$ cat config.mk
export PLATFORM = sky130hd
export DESIGN_NAME = multicycle_control
export DESIGN_NICKNAME = d
export VERILOG_FILES = /design/src/rtl/multicycle_control.sv
export SDC_FILE = /design/constraint.sdc
export NUM_CORES = 1
export LEC_CHECK = 0
export ABC_CLOCK_PERIOD_IN_PS = 2750
export CORE_MARGIN = 1.5
export CORE_UTILIZATION = 45
export CTS_CLUSTER_DIAMETER = 60
export CTS_CLUSTER_SIZE = 8
export DETAILED_ROUTE_END_ITERATION = 8
export DONT_BUFFER_PORTS = 1
export SLEW_MARGIN = 10
export SYNTH_ARGS = -nofsm -noshare
export SYNTH_HDL_FRONTEND = slang
export SYNTH_SLANG_ARGS = --single-unit
$ cat constraint.sdc
create_clock -name clk -period 2.75 [get_ports clk]
set_input_delay 0.55 -clock clk [delete_from_list [all_inputs] [get_ports clk]]
set_output_delay 0.55 -clock clk [all_outputs]
set_load 0.03 [all_outputs]
$ cat src/rtl/multicycle_control.sv
// Multicycle control FSM: sequences fetch/decode/execute/memory/writeback, stalling on mem_ready.
// Outputs are decoded from state (FETCH/MEMWR also use mem_ready); a stuck memory ends in ERROR until reset.
module multicycle_control #(
  parameter int              OP_W    = 6,
  parameter logic [OP_W-1:0] OP_R    = 6'b000000,
  parameter logic [OP_W-1:0] OP_ADDI = 6'b001100,
  parameter logic [OP_W-1:0] OP_SUBI = 6'b001101,
  parameter logic [OP_W-1:0] OP_SW   = 6'b010000,
  parameter logic [OP_W-1:0] OP_LW   = 6'b010001,
  parameter logic [OP_W-1:0] OP_BEQ  = 6'b010011,
  parameter logic [OP_W-1:0] OP_J    = 6'b011100,
  parameter int              TIMEOUT = 16,
  parameter int              CNT_W   = 16
) (
  input  logic             clk,
  input  logic             rst_n,
  input  logic [OP_W-1:0]  OP,
  input  logic             mem_ready,
  output logic [1:0]       ALU_OP,
  output logic             alu_src_a,
  output logic [1:0]       alu_src_b,
  output logic             iord,
  output logic             mem_read,
  output logic             mem_write,
  output logic             ir_write,
  output logic             pc_write,
  output logic             pc_write_cond,
  output logic [1:0]       pc_source,
  output logic             reg_write,
  output logic             reg_dst,
  output logic             mem2reg,
  output logic             instr_done,
  output logic             illegal_op,
  output logic             bus_error,
  output logic [CNT_W-1:0] instr_count,
  output logic [3:0]       state
);

  typedef enum logic [3:0] {
    S_FETCH   = 4'd0,  S_DECODE = 4'd1,  S_MEMADDR = 4'd2,  S_MEMRD = 4'd3,
    S_LWWB    = 4'd4,  S_MEMWR  = 4'd5,  S_REXEC   = 4'd6,  S_RWB   = 4'd7,
    S_IEXEC   = 4'd8,  S_IWB    = 4'd9,  S_BRANCH  = 4'd10, S_JUMP  = 4'd11,
    S_ERROR   = 4'd12
  } state_t;

  localparam int WAIT_W = (TIMEOUT > 1) ? $clog2(TIMEOUT) : 1;

  state_t            state_q, state_d;
  logic [WAIT_W-1:0] wait_q, wait_d;
  logic              illegal_q, illegal_d;
  logic              berr_q, berr_d;
  logic [CNT_W-1:0]  cnt_q, cnt_d;
  logic              waiting, timeout_hit, retire;

  always_ff @(posedge clk) begin
    if (!rst_n) begin
      state_q   <= S_FETCH;
      wait_q    <= '0;
      illegal_q <= 1'b0;
      berr_q    <= 1'b0;
      cnt_q     <= '0;
    end else begin
      state_q   <= state_d;
      wait_q    <= wait_d;
      illegal_q <= illegal_d;
      berr_q    <= berr_d;
      cnt_q     <= cnt_d;
    end
  end

  always_comb begin
    ALU_OP        = 2'b00;
    alu_src_a     = 1'b0;
    alu_src_b     = 2'b00;
    iord          = 1'b0;
    mem_read      = 1'b0;
    mem_write     = 1'b0;
    ir_write      = 1'b0;
    pc_write      = 1'b0;
    pc_write_cond = 1'b0;
    pc_source     = 2'b00;
    reg_write     = 1'b0;
    reg_dst       = 1'b0;
    mem2reg       = 1'b0;
    state_d       = state_q;
    illegal_d     = illegal_q;
    berr_d        = berr_q;
    waiting       = 1'b0;
    retire        = 1'b0;

    case (state_q)
      S_FETCH: begin
        mem_read  = 1'b1;
        alu_src_b = 2'b01;
        ir_write  = mem_ready;
        pc_write  = mem_ready;
        waiting   = 1'b1;
        if (mem_ready) state_d = S_DECODE;
      end
      S_DECODE: begin
        alu_src_b = 2'b11;
        case (OP)
          OP_R:             state_d = S_REXEC;
          OP_ADDI, OP_SUBI: state_d = S_IEXEC;
          OP_LW, OP_SW:     state_d = S_MEMADDR;
          OP_BEQ:           state_d = S_BRANCH;
          OP_J:             state_d = S_JUMP;
          default: begin
            illegal_d = 1'b1;
            state_d   = S_FETCH;
          end
        endcase
      end
      S_MEMADDR: begin
        alu_src_a = 1'b1;
        alu_src_b = 2'b10;
        state_d   = (OP == OP_LW) ? S_MEMRD : S_MEMWR;
      end
      S_MEMRD: begin
        mem_read = 1'b1;
        iord     = 1'b1;
        waiting  = 1'b1;
        if (mem_ready) state_d = S_LWWB;
      end
      S_LWWB: begin
        reg_write = 1'b1;
        mem2reg   = 1'b1;
        retire    = 1'b1;
      end
      S_MEMWR: begin
        mem_write = 1'b1;
        iord      = 1'b1;
        waiting   = 1'b1;
        retire    = mem_ready;
      end
      S_REXEC: begin
        alu_src_a = 1'b1;
        ALU_OP    = 2'b10;
        state_d   = S_RWB;
      end
      S_RWB: begin
        reg_write = 1'b1;
        reg_dst   = 1'b1;
        retire    = 1'b1;
      end
      S_IEXEC: begin
        alu_src_a = 1'b1;
        alu_src_b = 2'b10;
        ALU_OP    = (OP == OP_SUBI) ? 2'b01 : 2'b00;
        state_d   = S_IWB;
      end
      S_IWB: begin
        reg_write = 1'b1;
        retire    = 1'b1;
      end
      S_BRANCH: begin
        alu_src_a     = 1'b1;
        ALU_OP        = 2'b01;
        pc_write_cond = 1'b1;
        pc_source     = 2'b01;
        retire        = 1'b1;
      end
      S_JUMP: begin
        pc_write  = 1'b1;
        pc_source = 2'b10;
        retire    = 1'b1;
      end
      // ERROR holds; unused encodings fall into it as well
      default: state_d = S_ERROR;
    endcase

    if (retire) state_d = S_FETCH;

    // A late mem_ready on the last allowed cycle still completes the access
    timeout_hit = waiting && !mem_ready && (TIMEOUT > 0) &&
                  (wait_q == WAIT_W'(TIMEOUT - 1));
    if (timeout_hit) begin
      state_d = S_ERROR;
      berr_d  = 1'b1;
    end

    wait_d = (waiting && !mem_ready && !timeout_hit) ? wait_q + 1'b1 : '0;
    cnt_d  = cnt_q + CNT_W'(retire);
  end

  assign instr_done  = retire;
  assign illegal_op  = illegal_q;
  assign bus_error   = berr_q;
  assign instr_count = cnt_q;
  assign state       = state_q;

endmodule

Word level (Yosys, flattened, before mapping) --
Index checks and enable logic that the tools add are counted.
Storage, ports and cells: logic and storage cells 80, output and inout port bits 39, register bits 26, bits of input ports 9
Cells by class: bitwise operators 3, add/sub/neg operators 2, reduce and logical (&&, ||, !) cells 23, equal/unequal tests 23, multiplexer cells 23
Operators by type and width (count):
- 4-bit case mux with 7 select lines | 1
- 6-bit by 5-bit equality test with 1-bit output, second input constant | 4
- 4-bit equality test, second input constant | 5
- 4-bit case mux with 5 select lines | 1
- 16-bit by 1-bit adder with 16-bit output | 1
- 4-bit by 3-bit equality test with 1-bit output, second input constant | 4
- 4-bit two-way mux | 4
- 6-bit by 4-bit equality test with 1-bit output, second input constant | 2
- 2-bit case mux with 3 select lines | 2
- 1-bit two-way mux | 11
- 2-bit OR reduction | 5
- 3-bit OR reduction | 3
- 4-bit by 2-bit equality test with 1-bit output, second input constant | 2
- 4-bit inequality test, second input constant | 2
- 7-bit OR reduction | 1
- 6-bit zero test | 1
- 3-bit AND reduction | 2
- 6-bit OR reduction | 1
- 5-bit OR reduction | 1
- 4-bit by 1-bit adder with 4-bit output, second input constant | 1
- 4-bit by 1-bit equality test with 1-bit output, second input constant | 1
- 4-bit zero test | 1
- 2-bit inequality test, second input constant | 2
- 1-bit case mux with 2 select lines | 2
- 8 further kinds | 14

Longest topological paths before layout --
Gate-level depths: netlist of run 1.
word-level depth 8, mapped depth 11, mapped depth without buffers 9

Worst setup path after synthesis of run 1 --
OpenSTA, ideal clock, no wires.
path type flip-flop to flip-flop, start point register state_q[0], in the netlist state[0], end point register cnt_q[14], in the netlist instr_count[14], slack -162 ps, arrival 2842 ps, stages on the path, launching flop included 12, data required time 2680 ps, period minus slack after synthesis 2912 ps, setup time 70 ps, buffers on the path 2, path through dfxtp_1 buf_2 nor2_1 o21a_1 nor2_1 ha_1 ha_1 and3_1 clkbuf_1 nand3_1 or3_1 a21oi_1
Between the ends: longest elaborated chain between the ends 4, elaborated cells on any way between the ends 9, classes of those cells add/sub: 1; eq/ne: 6; mux: 1; reduce/logical: 1
Ends and longest elaborated chain:
- from (decl) | line 48 | state_t state_q, state_d;
- from (signal assigned) | line 63 | state_q <= state_d;
- 4-bit equality test / 4-bit by 3-bit equality test with 1-bit output (equally long branches) | line 91 | case (state_q)
- 5-bit OR reduction (no line)
- 1-bit case mux with 2 select lines * | line 91
- via instr_done | line 32 | output logic instr_done,
- 16-bit by 1-bit adder with 16-bit output * | line 183 | cnt_d = cnt_q + CNT_W'(retire);
- to (signal assigned) | line 67 | cnt_q <= cnt_d;
- to (decl) | line 52 | logic [CNT_W-1:0] cnt_q, cnt_d;
The timed path passes the listed nets; every way through them passes the cells marked *. A chain may end at the register's enable or synchronous reset.

Worst setup path in the final report of run 1 --
start point register state_q[0], in the netlist state[0], end point register cnt_q[15], in the netlist instr_count[15]
Between the ends: longest elaborated chain between the ends 4, elaborated cells on any way between the ends 9, classes of those cells add/sub: 1; eq/ne: 6; mux: 1; reduce/logical: 1
Ends and longest elaborated chain (line):
- 4-bit equality test / 4-bit by 3-bit equality test with 1-bit output (equally long branches) | 91
- 5-bit OR reduction (no line)
- 1-bit case mux with 2 select lines * | 91
- 16-bit by 1-bit adder with 16-bit output * | 183
Every way passes the cells marked *; elsewhere a longest branch is shown, timed or not.

==> results of run 1 <==
==> per-stage QoR <==
step	setup WS, ns	std cells	power (mW)	utilization
finish	0.381	256	0.643	0.531
global route	0.171	256	0.671	0.531
CTS	0.380	256	0.649	0.531
detailed placement	0.402	252	0.465	0.520
global placement	0.459	252	0.463	0.520
floorplan	0.00817	195	0.448	-
==> cells by family after synthesis <==
logic type / Yosys count / synth area share
and+or+nand+nor: 99 / 0.359
adders and majority gates: 3 / 0.0243
buffers and inverters: 18 / 0.0518
DFF: 26 / 0.337
AOI/OAI and AO/OA: 34 / 0.143
xor gates and xnor gates: 15 / 0.0850
==> report_power, final <==
group | switching, mW | internal [mW]
clock | 0.106 | 0.0807
combinational | 0.0437 | 0.0248
sequential | 0.00716 | 0.381
total | 0.156 | 0.486
==> worst min-delay path by stage <==
stage	from	end	slack, ns
CTS	rst_n	instr_count[0]	0.34
global route	rst_n	instr_count[1]	0.32
detailed placement	wait_q[0]	wait_q[0]	0.45
floorplan	wait_q[0]	wait_q[0]	0.42
global placement	wait_q[0]	wait_q[0]	0.43
finish	rst_n	instr_count[0]	0.35
==> state kept, by name (all words and copies together) (netlist names) <==
name and cells:
bus_error 1, wait_q 4, state 4, illegal_op 1, instr_count 16
==> layout by cell type, fill, tap and decap left out, types with 2 or more instances in the layout <==
cell,instances
nor2_1,27
dfxtp_1,26
buf_4,23
xor2_1,12
nor3_1,10
nand2_1,10
a21oi_1,8
nand3_1,8
nand2b_1,7
o21ai_0,7
inv_1,6
nand4_1,5
and3_1,4
and4_1,3
xnor2_1,3
o21ai_1,3
nor4_1,3
nor2b_1,3
ha_1,3
clkbuf_4,3
o21a_1,2
or3b_1,2
a31oi_1,2
nor4bb_1,2
nand3b_1,2
a211oi_1,2
and2_1,2
or4_1,2
o31ai_1,2
==> per-layer routing <==
metal / wire length [µm] / GRT usage / up-vias / part of all wire
met4: 27 / 0.0365 / 0 / 0.0076
met3: 198 / 0.0399 / 2 / 0.056
met5: 0 / 0 / - / 0
li1: - / - / 728 / -
met1: 1510 / 0.241 / 678 / 0.42
met2: 1820 / 0.355 / 39 / 0.51
==> cell type report <==
| type | instances | area (µm²) | share of cell area |
|---|---|---|---|
| timing repair buffer | 23 | 173 | 0.0982 |
| multi-input combinational | 151 | 948 | 0.540 |
| tap | 46 | 57.6 | 0.0327 |
| inverter | 6 | 22.5 | 0.0128 |
| sequential | 26 | 520 | 0.296 |
| clock buffer | 4 | 36.3 | 0.0206 |
==> critical path: stages, from the launching register on <==
cell	delay, ns
dfxtp_1	0.51
nand2b_1	0.21
a31oi_1	0.14
nor2_2	0.12
ha_1	0.19
and4_1	0.34
nand3_4	0.13
or4b_1	0.53
a21oi_1	0.15
==> results.toml, run 1 <==
[synth]
netlist_top_cells_count = "nor2_1 (28), dfxtp_1 (26), xor2_1 (12)"
synth_seq_cells = 26
postSynthCellCount = 195
synth_most_common_cell = "nor2_1"
ys_types = 47
synth_flop_cell = "dfxtp_1"
synth-async-reset-ratio = 0
yosysWarnings = 0
ys_seq_area_frac = 0.337
yosys.area.top_type = "dfxtp_1"
syn-num-nets = 207
yosys.area.top_type_share = 0.337
synth_area_leaders = "dfxtp_1 (34%), nor2_1 (6.8%), xor2_1 (6.8%)"
syn_avg_cell_area_um2 = 7.93
synth_area_um2 = 1550
synth_edf_count = 0

[global_route]
first_global_vias = 1290
antenna_found_initial = 0
grt_pass1_wl_um = 5790
overflow = 0
grtUsageTotal = 0.196
grt_max_degree = 21

[drt]
avgViaCountPerCell = 5.65
drt_iter0_markers = 92
wl_um = 3550
drc_errors = 0
via_count = 1447
wire_per_inst_um = 13.9
dr.pass1.iters = 4
antenna_left = 0

[cells_and_area]
finalInstanceArea_um2 = 1760
antenna_cells = 0
drive_above_1_share = 0.157
syn_to_final_growth_pct = 13.7
nNetsFinal = 223
fill_cells = 349

[floorplan]
num_io_pins = 48
die_h_um = 61.6
die_w_um = 61.6
num_rows = 21
floorplan.initialDensity = 0.467
core-area_um2 = 3310
fp.dieArea_um2 = 3800

[worst_setup_path]
worstPathRequired_ns = 2.99
crit_start = "state[0]"
reg2reg_from = "state[0]"
reg2reg_depth = 8
crit_fanout = 9
rr_endpoint = "instr_count[15]"
worst_ep_arrival_time_ns = 2.61
start_kind = "flop"
crit_end = "instr_count[15]"
crit_type = "reg -> reg"
ff2ff_setup_slack_ns = 0.38
cp-end-kind = "flop"

[clock_tree]
cts_tree = "done"
cts.hold.buffers_added = 0
post_cts_buffers = 0
cts_buffers = 3
ctsHtreeMaxLevel = 1
clockRootBuffer = "clkbuf_4"
cts.sinks = 26
cts_resized = 0
cts.reportedPaths.clkPinSlew_ns = 0.14
cts_max_path_buffers = 2
clock_latency_ns = 0.31

[worst_hold_path]
holdPathStages = 1
min-delay-path-class = "in -> reg"

[timing]
hold_slack_ns = 0.352
period_share = 0.861
fmax_mhz = 422
fin_tns_setup_ns = 0
rsz0062_at_grt = "no"
tightest_slew_ns = 0.553
period_needed_ns = 2.37
drv_slew = 0
fin_skew_ns = 0.00507
setup_viol = 0
hold_viol = 0
relSlewSlack = 0.631

[flow_run]
maxCapViolations = 0

[placement]
io_buffers = 0
dp_hpwl_um = 2690
placed_cell_area_um2 = 1720
place_congestion = 0.830

[power_and_ir_drop]
power.density_nw_per_um2 = 366
leakagePower_nw = 0.686
peakVddDrop_uv = 193

[outcome]
status = "complete, no violations"
No activity file was read; power rests on OpenSTA's default activity.
==> run 2: changes to the inputs <==
--- a/config.mk
+++ b/config.mk
@@ -6,7 +6,7 @@
 export NUM_CORES = 1
 export LEC_CHECK = 0
 export ABC_CLOCK_PERIOD_IN_PS = 2750
-export CORE_MARGIN = 1.5
+export CORE_MARGIN = 3
 export CORE_UTILIZATION = 45
 export CTS_CLUSTER_DIAMETER = 60
 export CTS_CLUSTER_SIZE = 8
==> run 2 against run 1 <==
Compared with the run above: global-route usage decreased by 2.2 points; flip-flop and latch count did not move; combinational power rose by 1%; final cell count decreased by 0.78%; worst hold slack worse by 0.017 ns; worst setup slack gained 0.049 ns; clock power is 3% higher; critical path type is now reg -> out; largest power group unchanged.
==> results.toml, run 2 (same netlist as run 1, synthesis figures left out) <==
[timing]
relSlewSlack = 0.581
period_share = 0.843
drv_slew = 0
tightest_slew_ns = 0.620
setup_viol = 0
worst_slack_ns = 0.430
period_needed_ns = 2.32
fin_tns_setup_ns = 0
fmax_mhz = 431
hold_viol = 0
fin_skew_ns = 0.00251
rsz0062_at_grt = "no"

[drt]
dr.pass1.iters = 4
avgViaCountPerCell = 5.64
drt_iter0_markers = 49
antenna_left = 0
via_count = 1432
drc_errors = 0
wl_um = 3520
wire_per_inst_um = 13.9

[clock_tree]
ctsHtreeMaxLevel = 1
cts_buffers = 3
post_cts_buffers = 0
cts.sinks = 26
cts_resized = 0
cts.reportedPaths.clkPinSlew_ns = 0.14
cts_tree = "done"
clock_latency_ns = 0.31
cts_max_path_buffers = 2
clockRootBuffer = "clkbuf_4"
cts.hold.buffers_added = 0

[floorplan]
die_w_um = 64.6
fp.dieArea_um2 = 4180
floorplan.initialDensity = 0.490
core-area_um2 = 3150
die_h_um = 64.6
num_rows = 20
num_io_pins = 48

[cells_and_area]
drive_above_1_share = 0.157
antenna_cells = 0
finalInstanceArea_um2 = 1760
largest_reg_flops = 16
nNetsFinal = 223
syn_to_final_growth_pct = 13.5
final_common_cell = "nor2_1"
layout_common_cells = "nor2_1 (27), dfxtp_1 (26), buf_4 (23)"

[global_route]
first_global_vias = 1363
globalRouteMet1Util = 0.193
overflow = 0
use_met3 = 0.0537
use_met2 = 0.309
grtUsageTotal = 0.174
antenna_found_initial = 0
busiest_layer = "met2"
grt_max_degree = 21
grt_pass1_wl_um = 5910

[flow_run]
maxCapViolations = 0

[worst_setup_path]
crit_fanout = 20
ff2ff_setup_slack_ns = 0.46
worstPathRequired_ns = 2.20
worst_ep_arrival_time_ns = 1.77
cp-end-kind = "output port"
crit_type = "reg -> out"
start_kind = "flop"
reg2reg_depth = 8

[power_and_ir_drop]
power.density_nw_per_um2 = 369
peakVddDrop_uv = 185
leakagePower_nw = 0.686

[worst_hold_path]
holdPathStages = 1
min-delay-path-class = "in -> reg"

[outcome]
status = "complete, no violations"

[placement]
dp_hpwl_um = 2680
pre_cts_slack_ns = 0.437
io_buffers = 0
placed_cell_area_um2 = 1720
place_congestion = 0.856
-- run 2: final timing paths --
path,end,from
min reg2reg,wait_q[0],wait_q[0]
min,bus_error,rst_n
max,pc_write,state[2]
max reg2reg,instr_count[15],state[0]
-- run 2: report_power, final --
group | internal, mW | switching (mW) | total, mW
combinational | 0.0245 | 0.0446 | 0.0691
clock | 0.0809 | 0.111 | 0.192
sequential | 0.381 | 0.00640 | 0.387
-- run 2: cell type report --
type / count / area (µm²)
repair buffers: 23 / 173
flip-flops and latches: 26 / 520
inverters: 6 / 22.5
fillers: 323 / 1400
well taps: 44 / 55.1
clock buffers: 4 / 36.3
multi-input cells: 151 / 948
-- run 2: through the flow --
| stage | cells | util | power [mW] | hold WS, ns |
|---|---|---|---|---|
| after floorplan | 195 | - | 0.448 | 0.418 |
| after global placement | 250 | 0.545 | 0.464 | 0.431 |
| after detailed placement | 250 | 0.545 | 0.464 | 0.445 |
| after CTS | 254 | 0.557 | 0.655 | 0.323 |
| after global routing | 254 | 0.557 | 0.671 | 0.322 |
| final | 254 | 0.557 | 0.648 | 0.335 |
-- run 2: worst max-delay path, cell delays in order, from the launching register on --
cell and delay (ns):
dfxtp_1 0.38, buf_4 0.29, nand2b_1 0.31, nor3_1 0.10, or2_2 0.38
-- run 2: metal layers --
| layer | routed length [µm] | up-vias |
|---|---|---|
| met5 | 0 | - |
| met4 | 51 | 0 |
| met3 | 258 | 6 |
| met2 | 1710 | 46 |
| met1 | 1500 | 655 |
| li1 | - | 725 |
